===== config.mk =====
export PLATFORM = sky130hd
export DESIGN_NAME = dispatch_queue_flat
export DESIGN_NICKNAME = d
export VERILOG_FILES = /design/src/rtl/dispatch_queue_if.sv /design/src/rtl/dispatch_queue.sv /design/src/flat_wrapper.sv
export SDC_FILE = /design/constraint.sdc
export NUM_CORES = 1
export LEC_CHECK = 0
export CELL_PAD_IN_SITES_DETAIL_PLACEMENT = 0
export CELL_PAD_IN_SITES_GLOBAL_PLACEMENT = 2
export CORE_ASPECT_RATIO = 0.7
export CORE_MARGIN = 1.5
export CORE_UTILIZATION = 33
export DETAILED_ROUTE_END_ITERATION = 10
export MAX_ROUTING_LAYER = met4
export PLACE_DENSITY_LB_ADDON = 0.1
export SLEW_MARGIN = 20
export SYNTH_ARGS = -nofsm -noshare
export SYNTH_HDL_FRONTEND = slang
export SYNTH_SLANG_ARGS = --single-unit

===== constraint.sdc =====
create_clock -name clk -period 4.4 [get_ports clk]
set_input_delay 1.32 -clock clk [delete_from_list [all_inputs] [get_ports clk]]
set_output_delay 1.32 -clock clk [all_outputs]
set_load 0.05 [all_outputs]

===== src/rtl/dispatch_queue_if.sv =====
// dispatch_queue_if -- bundle between decode/writeback/dispatch logic and the
// dispatch queue.
//   master : decode + writeback side. Drives flush, the enqueue request, the
//            writeback broadcast and rs_full. Sees in_ready, the dispatched
//            entry and count.
//   slave  : the dispatch queue itself.
interface dispatch_queue_if #(
    parameter int DEPTH    = 4,
    parameter int DATA_W   = 32,
    parameter int TAG_W    = 4,
    parameter int EX_UNITS = 4,
    parameter int OP_W     = 5,
    parameter int EXU_W    = 3
);
    logic                      flush;

    logic                      in_valid;
    logic                      in_ready;
    logic [EXU_W-1:0]          in_ex_unit;
    logic [OP_W-1:0]           in_op;
    logic [2:0]                in_width;
    logic [TAG_W-1:0]          in_tag1, in_tag2;
    logic [DATA_W-1:0]         in_val1, in_val2;
    logic [TAG_W-1:0]          in_target;
    logic [DATA_W-1:0]         in_pc, in_offset;

    logic                      wb_valid;
    logic [TAG_W-1:0]          wb_tag;
    logic [DATA_W-1:0]         wb_data;

    logic [EX_UNITS-1:0]       rs_full;

    logic                      out_valid;
    logic [EXU_W-1:0]          out_ex_unit;
    logic [OP_W-1:0]           out_op;
    logic [2:0]                out_width;
    logic [TAG_W-1:0]          out_tag1, out_tag2;
    logic [DATA_W-1:0]         out_val1, out_val2;
    logic [TAG_W-1:0]          out_target;
    logic [DATA_W-1:0]         out_pc, out_offset;

    logic [$clog2(DEPTH):0]    count;

    modport master (
        output flush, in_valid, in_ex_unit, in_op, in_width, in_tag1, in_tag2,
               in_val1, in_val2, in_target, in_pc, in_offset,
               wb_valid, wb_tag, wb_data, rs_full,
        input  in_ready, out_valid, out_ex_unit, out_op, out_width, out_tag1,
               out_tag2, out_val1, out_val2, out_target, out_pc, out_offset, count
    );

    modport slave (
        input  flush, in_valid, in_ex_unit, in_op, in_width, in_tag1, in_tag2,
               in_val1, in_val2, in_target, in_pc, in_offset,
               wb_valid, wb_tag, wb_data, rs_full,
        output in_ready, out_valid, out_ex_unit, out_op, out_width, out_tag1,
               out_tag2, out_val1, out_val2, out_target, out_pc, out_offset, count
    );
endinterface


===== src/rtl/dispatch_queue.sv =====
// dispatch_queue -- in-order circular FIFO between decode and the
// reservation stations. Entries snoop the writeback bus while they wait, and
// the head entry sees a same-cycle writeback through an output bypass.
// Ports:
//   clk    rising-edge clock
//   rst_n  asynchronous active-low reset (clears pointers, count, entries)
//   bus    dispatch_queue_if.slave: flush, enqueue handshake (in_*),
//          writeback broadcast (wb_*), rs_full, dispatched entry (out_*),
//          count of occupied entries
module dispatch_queue #(
    parameter int DEPTH    = 4,
    parameter int DATA_W   = 32,
    parameter int TAG_W    = 4,
    parameter int EX_UNITS = 4,
    parameter int OP_W     = 5,
    parameter int EXU_W    = 3
) (
    input  logic             clk,
    input  logic             rst_n,
    dispatch_queue_if.slave  bus
);
    localparam int AW = $clog2(DEPTH);

    typedef struct packed {
        logic [EXU_W-1:0]  ex_unit;
        logic [OP_W-1:0]   op;
        logic [2:0]        width;
        logic [TAG_W-1:0]  tag1;
        logic [TAG_W-1:0]  tag2;
        logic [DATA_W-1:0] val1;
        logic [DATA_W-1:0] val2;
        logic [TAG_W-1:0]  target;
        logic [DATA_W-1:0] pc;
        logic [DATA_W-1:0] offset;
    } entry_t;

    entry_t          mem [DEPTH];
    logic [AW-1:0]   head, tail;
    logic [AW:0]     count;
    entry_t          in_e, head_e;
    logic            head_blocked;
    logic            enq, enq_write, deq;

    // Resolve pending sources against the writeback bus. Tag 0 means the
    // operand is already present, so a zero wb_tag never matches.
    function automatic entry_t snoop(entry_t e, logic v, logic [TAG_W-1:0] t,
                                     logic [DATA_W-1:0] d);
        entry_t r;
        r = e;
        if (v && t != '0 && e.tag1 == t) begin
            r.val1 = d;
            r.tag1 = '0;
        end
        if (v && t != '0 && e.tag2 == t) begin
            r.val2 = d;
            r.tag2 = '0;
        end
        return r;
    endfunction

    always_comb begin
        in_e         = '0;
        in_e.ex_unit = bus.in_ex_unit;
        in_e.op      = bus.in_op;
        in_e.width   = bus.in_width;
        in_e.tag1    = bus.in_tag1;
        in_e.tag2    = bus.in_tag2;
        in_e.val1    = bus.in_val1;
        in_e.val2    = bus.in_val2;
        in_e.target  = bus.in_target;
        in_e.pc      = bus.in_pc;
        in_e.offset  = bus.in_offset;
    end

    // Unit codes beyond EX_UNITS have no station to be full, so they never block.
    always_comb begin
        head_blocked = 1'b0;
        for (int u = 0; u < EX_UNITS; u++)
            if (mem[head].ex_unit == EXU_W'(u))
                head_blocked = bus.rs_full[u];
    end

    assign head_e        = snoop(mem[head], bus.wb_valid, bus.wb_tag, bus.wb_data);

    assign bus.in_ready  = (count != (AW+1)'(DEPTH)) && !bus.flush;
    assign bus.out_valid = (count != '0) && !head_blocked && !bus.flush;
    assign bus.count     = count;

    assign enq       = bus.in_valid && bus.in_ready;
    // Unit 0 is the error unit: handshake completes but nothing is stored.
    assign enq_write = enq && (bus.in_ex_unit != '0);
    assign deq       = bus.out_valid;

    assign bus.out_ex_unit = head_e.ex_unit;
    assign bus.out_op      = head_e.op;
    assign bus.out_width   = head_e.width;
    assign bus.out_tag1    = head_e.tag1;
    assign bus.out_tag2    = head_e.tag2;
    assign bus.out_val1    = head_e.val1;
    assign bus.out_val2    = head_e.val2;
    assign bus.out_target  = head_e.target;
    assign bus.out_pc      = head_e.pc;
    assign bus.out_offset  = head_e.offset;

    // Pointers and occupancy. flush wins over everything; in_ready and
    // out_valid are already low during flush, so enq/deq are quiet then too.
    always_ff @(posedge clk or negedge rst_n) begin
        if (!rst_n) begin
            head  <= '0;
            tail  <= '0;
            count <= '0;
        end else if (bus.flush) begin
            head  <= '0;
            tail  <= '0;
            count <= '0;
        end else begin
            if (enq_write) tail <= tail + 1'b1;
            if (deq)       head <= head + 1'b1;
            case ({enq_write, deq})
                2'b10:   count <= count + 1'b1;
                2'b01:   count <= count - 1'b1;
                default: ;
            endcase
        end
    end

    // Entry storage. Every slot snoops each cycle; empty slots are harmless
    // since they are overwritten on enqueue and flush just drops the pointers.
    always_ff @(posedge clk or negedge rst_n) begin
        if (!rst_n) begin
            for (int i = 0; i < DEPTH; i++)
                mem[i] <= '0;
        end else begin
            for (int i = 0; i < DEPTH; i++) begin
                if (enq_write && tail == AW'(i))
                    mem[i] <= snoop(in_e, bus.wb_valid, bus.wb_tag, bus.wb_data);
                else
                    mem[i] <= snoop(mem[i], bus.wb_valid, bus.wb_tag, bus.wb_data);
            end
        end
    end
endmodule


===== src/flat_wrapper.sv =====
// flat-port wrapper written by rule: the top's interface ports become plain ports
module dispatch_queue_flat 
#(
    parameter int DEPTH    = 4,
    parameter int DATA_W   = 32,
    parameter int TAG_W    = 4,
    parameter int EX_UNITS = 4,
    parameter int OP_W     = 5,
    parameter int EXU_W    = 3
)
  (clk, rst_n, bus_flush, bus_in_valid, bus_in_ex_unit, bus_in_op, bus_in_width, bus_in_tag1, bus_in_tag2, bus_in_val1, bus_in_val2, bus_in_target, bus_in_pc, bus_in_offset, bus_wb_valid, bus_wb_tag, bus_wb_data, bus_rs_full, bus_in_ready, bus_out_valid, bus_out_ex_unit, bus_out_op, bus_out_width, bus_out_tag1, bus_out_tag2, bus_out_val1, bus_out_val2, bus_out_target, bus_out_pc, bus_out_offset, bus_count);
  dispatch_queue_if #(.DEPTH(DEPTH), .DATA_W(DATA_W), .TAG_W(TAG_W), .EX_UNITS(EX_UNITS), .OP_W(OP_W), .EXU_W(EXU_W)) bus_i ();
  input  logic clk;
  input  logic rst_n;
  input wire logic [$bits(bus_i.flush)-1:0] bus_flush;
  input wire logic [$bits(bus_i.in_valid)-1:0] bus_in_valid;
  input wire logic [$bits(bus_i.in_ex_unit)-1:0] bus_in_ex_unit;
  input wire logic [$bits(bus_i.in_op)-1:0] bus_in_op;
  input wire logic [$bits(bus_i.in_width)-1:0] bus_in_width;
  input wire logic [$bits(bus_i.in_tag1)-1:0] bus_in_tag1;
  input wire logic [$bits(bus_i.in_tag2)-1:0] bus_in_tag2;
  input wire logic [$bits(bus_i.in_val1)-1:0] bus_in_val1;
  input wire logic [$bits(bus_i.in_val2)-1:0] bus_in_val2;
  input wire logic [$bits(bus_i.in_target)-1:0] bus_in_target;
  input wire logic [$bits(bus_i.in_pc)-1:0] bus_in_pc;
  input wire logic [$bits(bus_i.in_offset)-1:0] bus_in_offset;
  input wire logic [$bits(bus_i.wb_valid)-1:0] bus_wb_valid;
  input wire logic [$bits(bus_i.wb_tag)-1:0] bus_wb_tag;
  input wire logic [$bits(bus_i.wb_data)-1:0] bus_wb_data;
  input wire logic [$bits(bus_i.rs_full)-1:0] bus_rs_full;
  output wire logic [$bits(bus_i.in_ready)-1:0] bus_in_ready;
  output wire logic [$bits(bus_i.out_valid)-1:0] bus_out_valid;
  output wire logic [$bits(bus_i.out_ex_unit)-1:0] bus_out_ex_unit;
  output wire logic [$bits(bus_i.out_op)-1:0] bus_out_op;
  output wire logic [$bits(bus_i.out_width)-1:0] bus_out_width;
  output wire logic [$bits(bus_i.out_tag1)-1:0] bus_out_tag1;
  output wire logic [$bits(bus_i.out_tag2)-1:0] bus_out_tag2;
  output wire logic [$bits(bus_i.out_val1)-1:0] bus_out_val1;
  output wire logic [$bits(bus_i.out_val2)-1:0] bus_out_val2;
  output wire logic [$bits(bus_i.out_target)-1:0] bus_out_target;
  output wire logic [$bits(bus_i.out_pc)-1:0] bus_out_pc;
  output wire logic [$bits(bus_i.out_offset)-1:0] bus_out_offset;
  output wire logic [$bits(bus_i.count)-1:0] bus_count;
  assign bus_i.flush = bus_flush;
  assign bus_i.in_valid = bus_in_valid;
  assign bus_i.in_ex_unit = bus_in_ex_unit;
  assign bus_i.in_op = bus_in_op;
  assign bus_i.in_width = bus_in_width;
  assign bus_i.in_tag1 = bus_in_tag1;
  assign bus_i.in_tag2 = bus_in_tag2;
  assign bus_i.in_val1 = bus_in_val1;
  assign bus_i.in_val2 = bus_in_val2;
  assign bus_i.in_target = bus_in_target;
  assign bus_i.in_pc = bus_in_pc;
  assign bus_i.in_offset = bus_in_offset;
  assign bus_i.wb_valid = bus_wb_valid;
  assign bus_i.wb_tag = bus_wb_tag;
  assign bus_i.wb_data = bus_wb_data;
  assign bus_i.rs_full = bus_rs_full;
  assign bus_in_ready = bus_i.in_ready;
  assign bus_out_valid = bus_i.out_valid;
  assign bus_out_ex_unit = bus_i.out_ex_unit;
  assign bus_out_op = bus_i.out_op;
  assign bus_out_width = bus_i.out_width;
  assign bus_out_tag1 = bus_i.out_tag1;
  assign bus_out_tag2 = bus_i.out_tag2;
  assign bus_out_val1 = bus_i.out_val1;
  assign bus_out_val2 = bus_i.out_val2;
  assign bus_out_target = bus_i.out_target;
  assign bus_out_pc = bus_i.out_pc;
  assign bus_out_offset = bus_i.out_offset;
  assign bus_count = bus_i.count;
  dispatch_queue #(.DEPTH(DEPTH), .DATA_W(DATA_W), .TAG_W(TAG_W), .EX_UNITS(EX_UNITS), .OP_W(OP_W), .EXU_W(EXU_W)) u_core (.clk(clk), .rst_n(rst_n), .bus(bus_i));
endmodule

==> results of run 1 <==
[cell type report]
| type | count | area [um^2] | area share, % |
|---|---|---|---|
| flip-flops and latches | 611 | 15300 | 40.9 |
| multi-input cells | 1871 | 12400 | 33.1 |
| repair buffers | 470 | 5680 | 15.2 |
| clock buffers | 107 | 2120 | 5.68 |
| well taps | 1137 | 1420 | 3.81 |
| inverters | 67 | 251 | 0.673 |
| clock inverters | 14 | 181 | 0.486 |
| diodes | 16 | 40.0 | 0.107 |
[cells in the final DEF (no fill, tap or decap), drive strengths merged, types with 16 or more instances in the layout]
cell           instances
nand2                973
dfrtp                611
o22ai                289
a21oi                258
clkdlybuf4s50        204
buf                  196
mux4                 151
clkbuf               109
inv                   70
mux2                  67
dlygate4sd2           66
xnor2                 39
diode                 16
[worst reg2reg max path, stage by stage, from the launching register on]
cell     delay (ps)
dfrtp_4         500
buf_12          160
buf_4           160
mux4_2          510
mux2_2          340
a22oi_4         210
buf_12          150
o31ai_2          90
nor3_1          240
fa_1            270
nor3_1           70
a22o_1          210
a22oi_1         190
a21oi_1          90
[cells in the mapped netlist, types with 5 or more instances]
cell,number
nand2_1,970
dfrtp_1,611
o22ai_1,289
a21oi_1,258
clkbuf_1,150
mux4_2,146
inv_1,67
mux2_2,65
xnor2_1,38
buf_2,22
buf_1,20
xor2_1,13
nor2b_1,10
nor2_1,9
nand3_1,7
nor3_1,7
buf_4,6
mux4_1,5
nand4_1,5
o21ai_1,5
o21ai_2,5
[repair_timing]
action / in CTS / in global routing
buffers inserted: 14 / 6
endpoints found under the setup margin: 133 / 72
resized for setup: 90 / 59
pin swaps: 1 / 2
cloned: 1 / 2
hold endpoints to repair: 0 / 0
[stage by stage]
stage	setup TNS (ps)	area, um^2
finish	-6020	37400
global route	-10890	37400
CTS	-9000	37000
detailed placement	-13840	34600
global placement	-12460	34600
floorplan	-140	28400
[kinds of logic after synthesis]
kind of cell / synth area share [%]
AOI/OAI and AO/OA: 11.6
xor gates and xnor gates: 1.63
adders and majority gates: 0.247
buffers and inverters: 3.73
DFF: 53.9
muxes: 14.9
and+or+nand+nor: 13.9
[power breakdown]
group | internal, mW | switching, mW | leakage (nW)
Combinational | 6.31 | 7.92 | 8.09
Clock | 3.50 | 2.46 | 1.13
Sequential | 7.99 | 1.37 | 7.46
[sequential cells by signal, summed over array words and instances (netlist names)]
register,count
u_core.head,2
u_core.mem,604
u_core.bus.count,3
u_core.tail,2
[per-layer routing]
layer / global-route usage [%] / up-vias
met5: - / -
met4: 8.52 / 0
met3: 4.37 / 222
met2: 38.3 / 924
met1: 33.8 / 12200
li1: - / 10300
[how the worst max path moves through the flow]
| stage | end | depth (start not counted) | from |
|---|---|---|---|
| 4_1_cts | bus_out_val2[11] | 8 | u_core.head[0] |
| 6_report | bus_out_val1[23] | 8 | bus_wb_valid |
| 3_5_place_dp | bus_out_val1[10] | 7 | bus_wb_tag[1] |
| 5_1_grt | bus_out_val1[23] | 9 | u_core.head[0] |
| 3_3_place_gp | bus_out_val1[9] | 8 | bus_wb_tag[0] |
| 2_1_floorplan | bus_out_tag1[0] | 6 | bus_wb_tag[3] |
==> summary.txt, run 1 <==
Status = complete, but fails checks
Failing checks = negative setup slack
IO Count = 352
Yosys warns = 0
Layout cells sized above 1 = 18.2%
Remaining antenna violation count after routing = 0
R2r endpoint = u_core.bus.count[2]
Most frequent cell on the critical path = buf_12
Syn Nets = 2949
H-Tree Depth = 3
Global-route usage over all layers = 25.1%
Fill cells = 8007
CTS tree = yes
Bufs and invs on worst path = 5
Drt total wl = 108 mm
Primary FF master, synth = dfrtp_1
Final Setup Violations = 58
CP top delay family = buffers and inverters
Syn_area_per_cell = 10.3 um^2
Final Max Slew Viols = 0
R2r worst-path depth = 13
WHS = 468 ps
Clock Pin Slew Worst Setup and Hold Paths = 60 ps
Power per Cell Area = 791 nW/um^2
Top area cells in the synthesized netlist = dfrtp_1 54%, nand2_1 13%, mux4_2 12%
Number of global-route vias before repair = 24800
Met3 WL = 6.72 mm
WHS Path Cells = 2
DR top layer = met4
Post-Place Setup Slack = -268 ps
Global-route wire length before repair = 161 mm
Tcrit/Tclk final = 103%
Crit. End Element = primary output
Post-synth EDFFs = 0
P&R area growth vs syn = 31.8%
Max Root-Sink Buffers = 3
DRC = 0
Clock skew = 21.4 ps
Initial Utilization = 33.5%
Fin util = 44.2%
Peak VDD IR = 0.000636 V
R2r startpoint = u_core.head[0]
DR WL met2 = 49.7 mm
Vias per cell = 5.50
Design Power = 29.5 mW
Synth unique cells = 43
Final setup margin = -140 ps
CP Data Arrival Time = 3220 ps
Tmin final = 4540 ps
Num CTS Buffers = 68
WL/cell = 25.2 um
Worst Path Required = 3080 ps
FMAX = 0.220 GHz
Fraction of registers with async set/reset = 100%
Synth top area share = 53.9%
CP max-delay cell = clkdlybuf4s50_1
DRT Pass-1 Iters = 5
Vias = 23600
Die width = 353 um
PortBufs = 351
RSZ-0062 raised after global routing = yes
Flops & latches, synth = 611
Slowest stage delay, CP = 520 ps
Synth Cell Area = 28300 um^2
Crit path launch type = input pin
Critical path class = input pin to primary output
Die height = 248 um
Final Wtd Congestion = 0.841
Clock Root Buffer = clkbuf_16
Max Cap Viol = 0
Reg2reg setup slack = 1090 ps
# nets final = 3290
Clock Sinks = 611
Congestion Overflow GR = 0
Crit path max fanout = 7
Synth Instances = 2748
DR iter-0 viols = 2038
Min-delay src = u_core.mem[54]
Placed insts = 4136
Die area = 87700 um^2
Dpl hpwl = 64.2 mm
Sequential element share of the synthesized area = 53.9%
Slew margin rel. = 43.9%
Hold_buf cts = 0
Final-report hold violation count = 0
Hold Path Sink = u_core.mem[54]
Rows = 89
Initial antenna violation count = 16
Core Footprint = 84600 um^2
Skew-Pair Late Insertion Delay = 620 ps
Slew @ Worst Pin = 838 ps
Non-filler cells, final = 4293
Hold Crit Class = flop to flop
CP cell instances = clkdlybuf4s50_1, o41ai_4, buf_4, nor3_4, buf_12, clkbuf_16, mux2_4, buf_12
Leakage power = 16.7 nW
Largest area contributor in the netlist = dfrtp_1
Metal1 wirelength = 48.6 mm
Largest net degree at the start of global routing = 89
(Power assumes the default switching activity.)
==> run 2: changes to the inputs <==
Settings changed: CELL_PAD_IN_SITES_GLOBAL_PLACEMENT 2 to 1, CORE_MARGIN 1.5 to 8, CORE_UTILIZATION 33 to 40, GPL_ROUTABILITY_DRIVEN set to 0.
==> run 2 against run 1 <==
The run still ends with negative setup slack left. Sequential cell count unchanged. Power decreased by 0.61%. Routed wire length decreased by 3.7%. Die area decreased by 9.0%. Cell count decreased by 4.2%. Core utilization increased by 9.3 points. Combinational power about the same. Non-clock buffer count increased by 18. Clock-buffer cell count decreased by 11. Sequential power about the same. Critical path depth increased by 2. Largest cell class unchanged. Critical endpoint is now bus_out_val1[10].
==> summary.txt, run 2 (synthesis results as in run 1) <==
Status = complete, but fails checks
Failing checks = negative setup slack
Top Registers = u_core.mem x604, u_core.bus.count x3
Skew-Pair Late Insertion Delay = 650 ps (+30 ps)
Max Root-Sink Buffers = 3 (unchanged)
Final-report hold violation count = 0 (unchanged)
Leakage power = 16.9 nW (+1.3%)
Most frequent cell on the critical path = buf_6
Vias = 23700 (+0.64%)
CTS tree = yes
Power per Cell Area = 784 nW/um^2 (-0.81%)
Clock Root Buffer = clkbuf_16
DRT Pass-1 Iters = 5 (unchanged)
DR iter-0 viols = 2009 (-1.4%)
Global-route wire length before repair = 158 mm (-2.0%)
Tmin final = 4650 ps (+109 ps)
Commonest non-fill, non-tap cells in the layout = 969 x nand2_1, 609 x dfrtp_1, 289 x o22ai_1
RSZ-0062 raised after global routing = yes
Dpl hpwl = 62.6 mm (-2.5%)
WL/cell = 25.3 um (+0.48%)
Final setup margin = -249 ps (-109 ps)
Most common cell after layout, fill and taps aside = nand2_1
WHS = 470 ps (+2.37 ps)
Global-route usage over all layers = 26.2% (+1.2 points)
Clock Sinks = 611 (unchanged)
Initial antenna violation count = 12 (-4)
Post-DP Area = 34400 um^2 (-0.55%)
# nets final = 3301 (+0.33%)
Drt total wl = 104 mm (-3.7%)
DRC = 0 (unchanged)
Number of global-route vias before repair = 24900 (+0.70%)
H-Tree Depth = 2 (-1)
Bufs and invs on worst path = 6 (+1)
IO Count = 352 (unchanged)
Die height = 239 um (-3.8%)
Crit path launch type = flop
Critical path class = flop to primary output
FMAX = 0.215 GHz (-2.3%)
Die area = 79800 um^2 (-9.0%)
Rows = 81 (-9.0%)
PortBufs = 351 (unchanged)
CP Data Arrival Time = 3330 ps (+110 ps)
Remaining antenna violation count after routing = 0 (unchanged)
Layout cells sized above 1 = 18.4% (+0.24 points)
Max Cap Viol = 0 (unchanged)
CP cell instances = buf_6, buf_6, buf_6, mux4_2, xor2_2, nor3_4, buf_8, clkbuf_16, mux2_4, buf_12
Slew margin rel. = 32.4% (-12 points)
Slew @ Worst Pin = 1010 ps (+177 ps)
Final Setup Violations = 72 (+24%)
Max reg flops = 604 (unchanged)
P&R area growth vs syn = 32.1%
Vias per cell = 5.77 (+5.0%)
Slowest stage delay, CP = 510 ps (about the same)
Peak VDD IR = 0.000577 V (-9.4%)
Largest net degree at the start of global routing = 80 (-10%)
Hold Crit Class = flop to flop
Num CTS Buffers = 61 (-10%)
Final Max Slew Viols = 0 (unchanged)
CP top delay family = buffers and inverters
Congestion Overflow GR = 0 (unchanged)
CP max-delay cell = mux4_2
Die width = 334 um (-5.4%)
Core Footprint = 70000 um^2 (-17%)
Design area = 37400 um^2 (+0.19%)
Worst Path Required = 3080 ps (about the same)
Crit. End Element = primary output
Setup TNS = -12920 ps (-6910 ps)
Most flops, register = u_core.mem
Clock skew = 24.7 ps (+3.24 ps)
Fin util = 53.5% (+9.3 points)
Clock Pin Slew Worst Setup and Hold Paths = 60 ps (about the same)
Initial Utilization = 40.5% (+7.0 points)
Tcrit/Tclk final = 106% (+2.5 points)
Crit path max fanout = 8 (+1)
[run 2: tightest hold or removal path: stages, from the launching register on]
cell     delay [ps]
dfrtp_1         340
nand2_1          50
nand2_1          50
[run 2: per-layer routing]
| layer | wire length (um) | vias to the layer above | share of wire [%] | GRT usage, % |
|---|---|---|---|---|
| li1 | - | 10300 | - | - |
| met1 | 45700 | 12200 | 44 | 35.7 |
| met2 | 48100 | 1053 | 46 | 40.2 |
| met3 | 7580 | 187 | 7.3 | 5.22 |
| met4 | 2620 | 0 | 2.5 | 7.47 |
| met5 | 0 | - | 0 | - |
[run 2: stage by stage]
stage,cells,power [mW],setup slack (ps)
floorplan,2748,17.6,-27.1
global placement,3952,23.0,-353
detailed placement,3952,23.4,-403
CTS,4099,29.4,-327
global route,4114,30.8,-350
finish,4114,29.4,-249
[run 2: cell type report]
cell class              count  area [um^2]
multi-input cells        1871        12500
clock buffers              96         1900
inverters                  67          251
diodes                     12         30.0
well taps                 954         1190
clock inverters            15          184
repair buffers            488         6090
fillers                  6039        32600
flip-flops and latches    611        15300
[run 2: worst paths after layout]
check                           slack (ps)  depth (start not counted)            start                   to
worst max-delay path                  -250                         10   u_core.head[0]     bus_out_val1[10]
worst min-delay path                   470                          2  u_core.mem[469]      u_core.mem[469]
worst max register to register         780                         15   u_core.head[0]  u_core.bus.count[2]
worst min register to register         470                          2  u_core.mem[469]      u_core.mem[469]
max in group asynchronous             2580                          3            rst_n      u_core.mem[340]
min in group asynchronous              630                          1            rst_n      u_core.mem[242]
[run 2: power breakdown]
group | internal, mW | switching [mW] | total, mW
logic | 6.59 | 7.93 | 14.5
registers | 7.99 | 1.39 | 9.37
clock network | 3.18 | 2.28 | 5.46
[run 2: timing repair]
item	4_1_cts	5_1_grt
gates resized for setup	141	34
setup endpoints to repair	149	73
buffers inserted	30	4
hold endpoints to repair	0	0
hold buffers	0	0
cloned	6	3
pin swaps	7	6
==> run 3: changes to the inputs <==
Settings changed: CORE_UTILIZATION 40 to 47.
Clock period 4.4 ns to 5.8 ns, I/O delays scaled along.
==> run 3 against run 2 <==
The run now ends clean. Critical path depth decreased by 3. Combinational power decreased by 32%. Sequential power decreased by 24%. Non-clock buffer count decreased by 71. Sequential share of layout area increased by 2.6 points. First-iteration DRC count increased by 17%. Register-to-register slack improved by 1400 ps. Sequential cell count unchanged. Worst setup slack improved by 580 ps. Via count decreased by 0.35%. Clock power decreased by 28%. Core utilization increased by 5.5 points.
==> summary.txt, run 3 (synthesis results as in run 1) <==
Power per Cell Area = 595 nW/um^2 (-24%)
Fill cells = 5031 (-17%)
Clock skew = 28.9 ps (+4.27 ps)
Die height = 221 um (-7.2%)
WHS = 466 ps (-3.80 ps)
Max Root-Sink Buffers = 3 (unchanged)
Post-CTS setup buffers = 0 (-100%)
R2r worst-path depth = 11 (-4)
Top Registers = u_core.mem x604, u_core.bus.count x3
WL/cell = 24.9 um (-1.5%)
Core Footprint = 59800 um^2 (-15%)
CP top delay family = buffers and inverters
Status = completed
Post-Place Setup Slack = 366 ps (+769 ps)
Leakage power = 15.6 nW (-7.7%)
DRT Pass-1 Iters = 6 (+1)
Max Cap Viol = 0 (unchanged)
Global-route usage over all layers = 28.4% (+2.1 points)
Final-report hold violation count = 0 (unchanged)
Cts repair resizes = 0 (-100%)
Design Power = 20.9 mW (-29%)
CP Depth = 7 (-3)
Max reg flops = 604 (unchanged)
DR iter-0 viols = 2341 (+17%)
Die area = 68600 um^2 (-14%)
Initial antenna violation count = 17 (+5)
Drt total wl = 97.0 mm (-6.7%)
Clock Pin Slew Worst Setup and Hold Paths = 60 ps (about the same)
Slew @ Worst Pin = 1050 ps (+36.4 ps)
Largest net degree at the start of global routing = 109 (+36%)
Vias = 23700 (-0.35%)
Slew margin rel. = 29.9% (-2.4 points)
Congestion Overflow GR = 0 (unchanged)
Number of global-route vias before repair = 24600 (-1.5%)
Crit path launch type = input pin
Crit. End Element = primary output
Skew-Pair Late Insertion Delay = 630 ps (-20 ps)
R2r startpoint = u_core.head[0]
CP Data Arrival Time = 3730 ps (+400 ps)
R2r endpoint = u_core.bus.count[2]
Crit path max fanout = 36 (+28)
Final Max Slew Viols = 0 (unchanged)
CP cell instances = clkdlybuf4s50_1, xnor2_1, nand3_1, nor3_4, buf_12, mux2_2, buf_4
Num CTS Buffers = 59 (-3.3%)
Hold_buf cts = 0 (unchanged)
Critical path origin = bus_wb_tag[1]
Clock Sinks = 611 (unchanged)
Most common cell after layout, fill and taps aside = nand2_1
Dpl hpwl = 59.2 mm (-5.4%)
Global-route wire length before repair = 148 mm (-6.2%)
RSZ-0062 raised after global routing = no
Layout cells sized above 1 = 15.6% (-2.8 points)
Slowest stage delay, CP = 630 ps (+120 ps)
Reg2reg setup slack = 2190 ps (+1410 ps)
Initial Utilization = 47.4% (+6.9 points)
Tcrit/Tclk final = 94.3%
DRC = 0 (unchanged)
PortBufs = 351 (unchanged)
IO Count = 352 (unchanged)
CP endpoint = bus_out_val1[11]
Worst Path Required = 4060 ps (+980 ps)
Hold Crit Class = flop to flop
Setup TNS = 0 ps (+12920 ps)
FMAX = 0.183 GHz
Die width = 310 um (-7.4%)
# nets final = 3228 (-2.2%)
CP max-delay cell = clkdlybuf4s50_1
Fin util = 58.9% (+5.5 points)
CTS tree = yes
Peak VDD IR = 0.000465 V (-19%)
Commonest non-fill, non-tap cells in the layout = 969 x nand2_1, 609 x dfrtp_1, 289 x o22ai_1
Final Setup Violations = 0 (-100%)
H-Tree Depth = 2 (unchanged)
Critical path class = input pin to primary output
Final setup margin = 333 ps (+581 ps)
P&R area growth vs syn = 24.2%
Rows = 75 (-7.4%)
Most flops, register = u_core.mem
Bufs and invs on worst path = 3 (-3)
Tmin final = 5470 ps
Clock Root Buffer = clkbuf_16
Vias per cell = 6.07 (+5.2%)
Remaining antenna violation count after routing = 0 (unchanged)
-- run 3: changes by cell type in the layout (fill, tap and decap cells not counted), sizes merged, moves of 5 or more --
cell           delta
dlygate4sd2      -43
clkbuf           -11
dlymetal6s2s     -10
clkdlybuf4s50    +57
buf              -70
diode             +5
-- run 3: worst min-delay path by stage --
stage / startpoint / end / slack, ps / cells after the start
floorplan: u_core.mem[151] / u_core.mem[151] / 440 / 2
global placement: u_core.mem[37] / u_core.mem[37] / 450 / 2
detailed placement: u_core.mem[62] / u_core.mem[62] / 460 / 2
CTS: u_core.mem[168] / u_core.mem[168] / 470 / 2
global route: u_core.mem[11] / u_core.mem[11] / 480 / 2
finish: u_core.mem[168] / u_core.mem[168] / 470 / 2
-- run 3: worst reg2reg max path, cell delays in order (launching register included) --
cell and delay [ps]:
dfrtp_4 690, buf_4 360, mux4_2 630, nor2b_1 200
a22oi_4 400, o31ai_1 180, nor3_1 240, fa_1 270
nor3_1 70, a22o_1 210, a22oi_1 180, a21oi_1 90
-- run 3: area by class of cell --
| class | instances | area, um^2 | share of cell area (%) |
|---|---|---|---|
| antenna | 17 | 42.5 | 0.121 |
| clock buffer | 88 | 1810 | 5.13 |
| clock inverter | 18 | 159 | 0.451 |
| inverter | 67 | 251 | 0.714 |
| multi-input combinational | 1871 | 12100 | 34.4 |
| sequential | 611 | 15300 | 43.4 |
| tap | 808 | 1010 | 2.87 |
| timing repair buffer | 417 | 4520 | 12.8 |
-- run 3: power breakdown --
| group | internal, mW | switching, mW | total [mW] | leakage (nW) |
|---|---|---|---|---|
| clock network | 2.23 | 1.72 | 3.95 | 0.972 |
| registers | 6.06 | 1.08 | 7.13 | 7.46 |
| logic | 4.15 | 5.72 | 9.86 | 7.16 |
-- run 3: metrics by stage --
step           area [um^2]  std cells
2_1_floorplan        28300       2748
3_3_place_gp         33200       3774
3_5_place_dp         33200       3774
4_1_cts              35200       3880
5_1_grt              35200       3897
6_report             35200       3897
-- run 3: routing by layer --
metal	vias to the layer above	global-route usage, %	routed length, um
met4	0	9.43	2850
met5	-	-	0
met3	209	6.07	8830
met2	1247	43.2	45800
met1	12100	37.8	39500
li1	10100	-	-
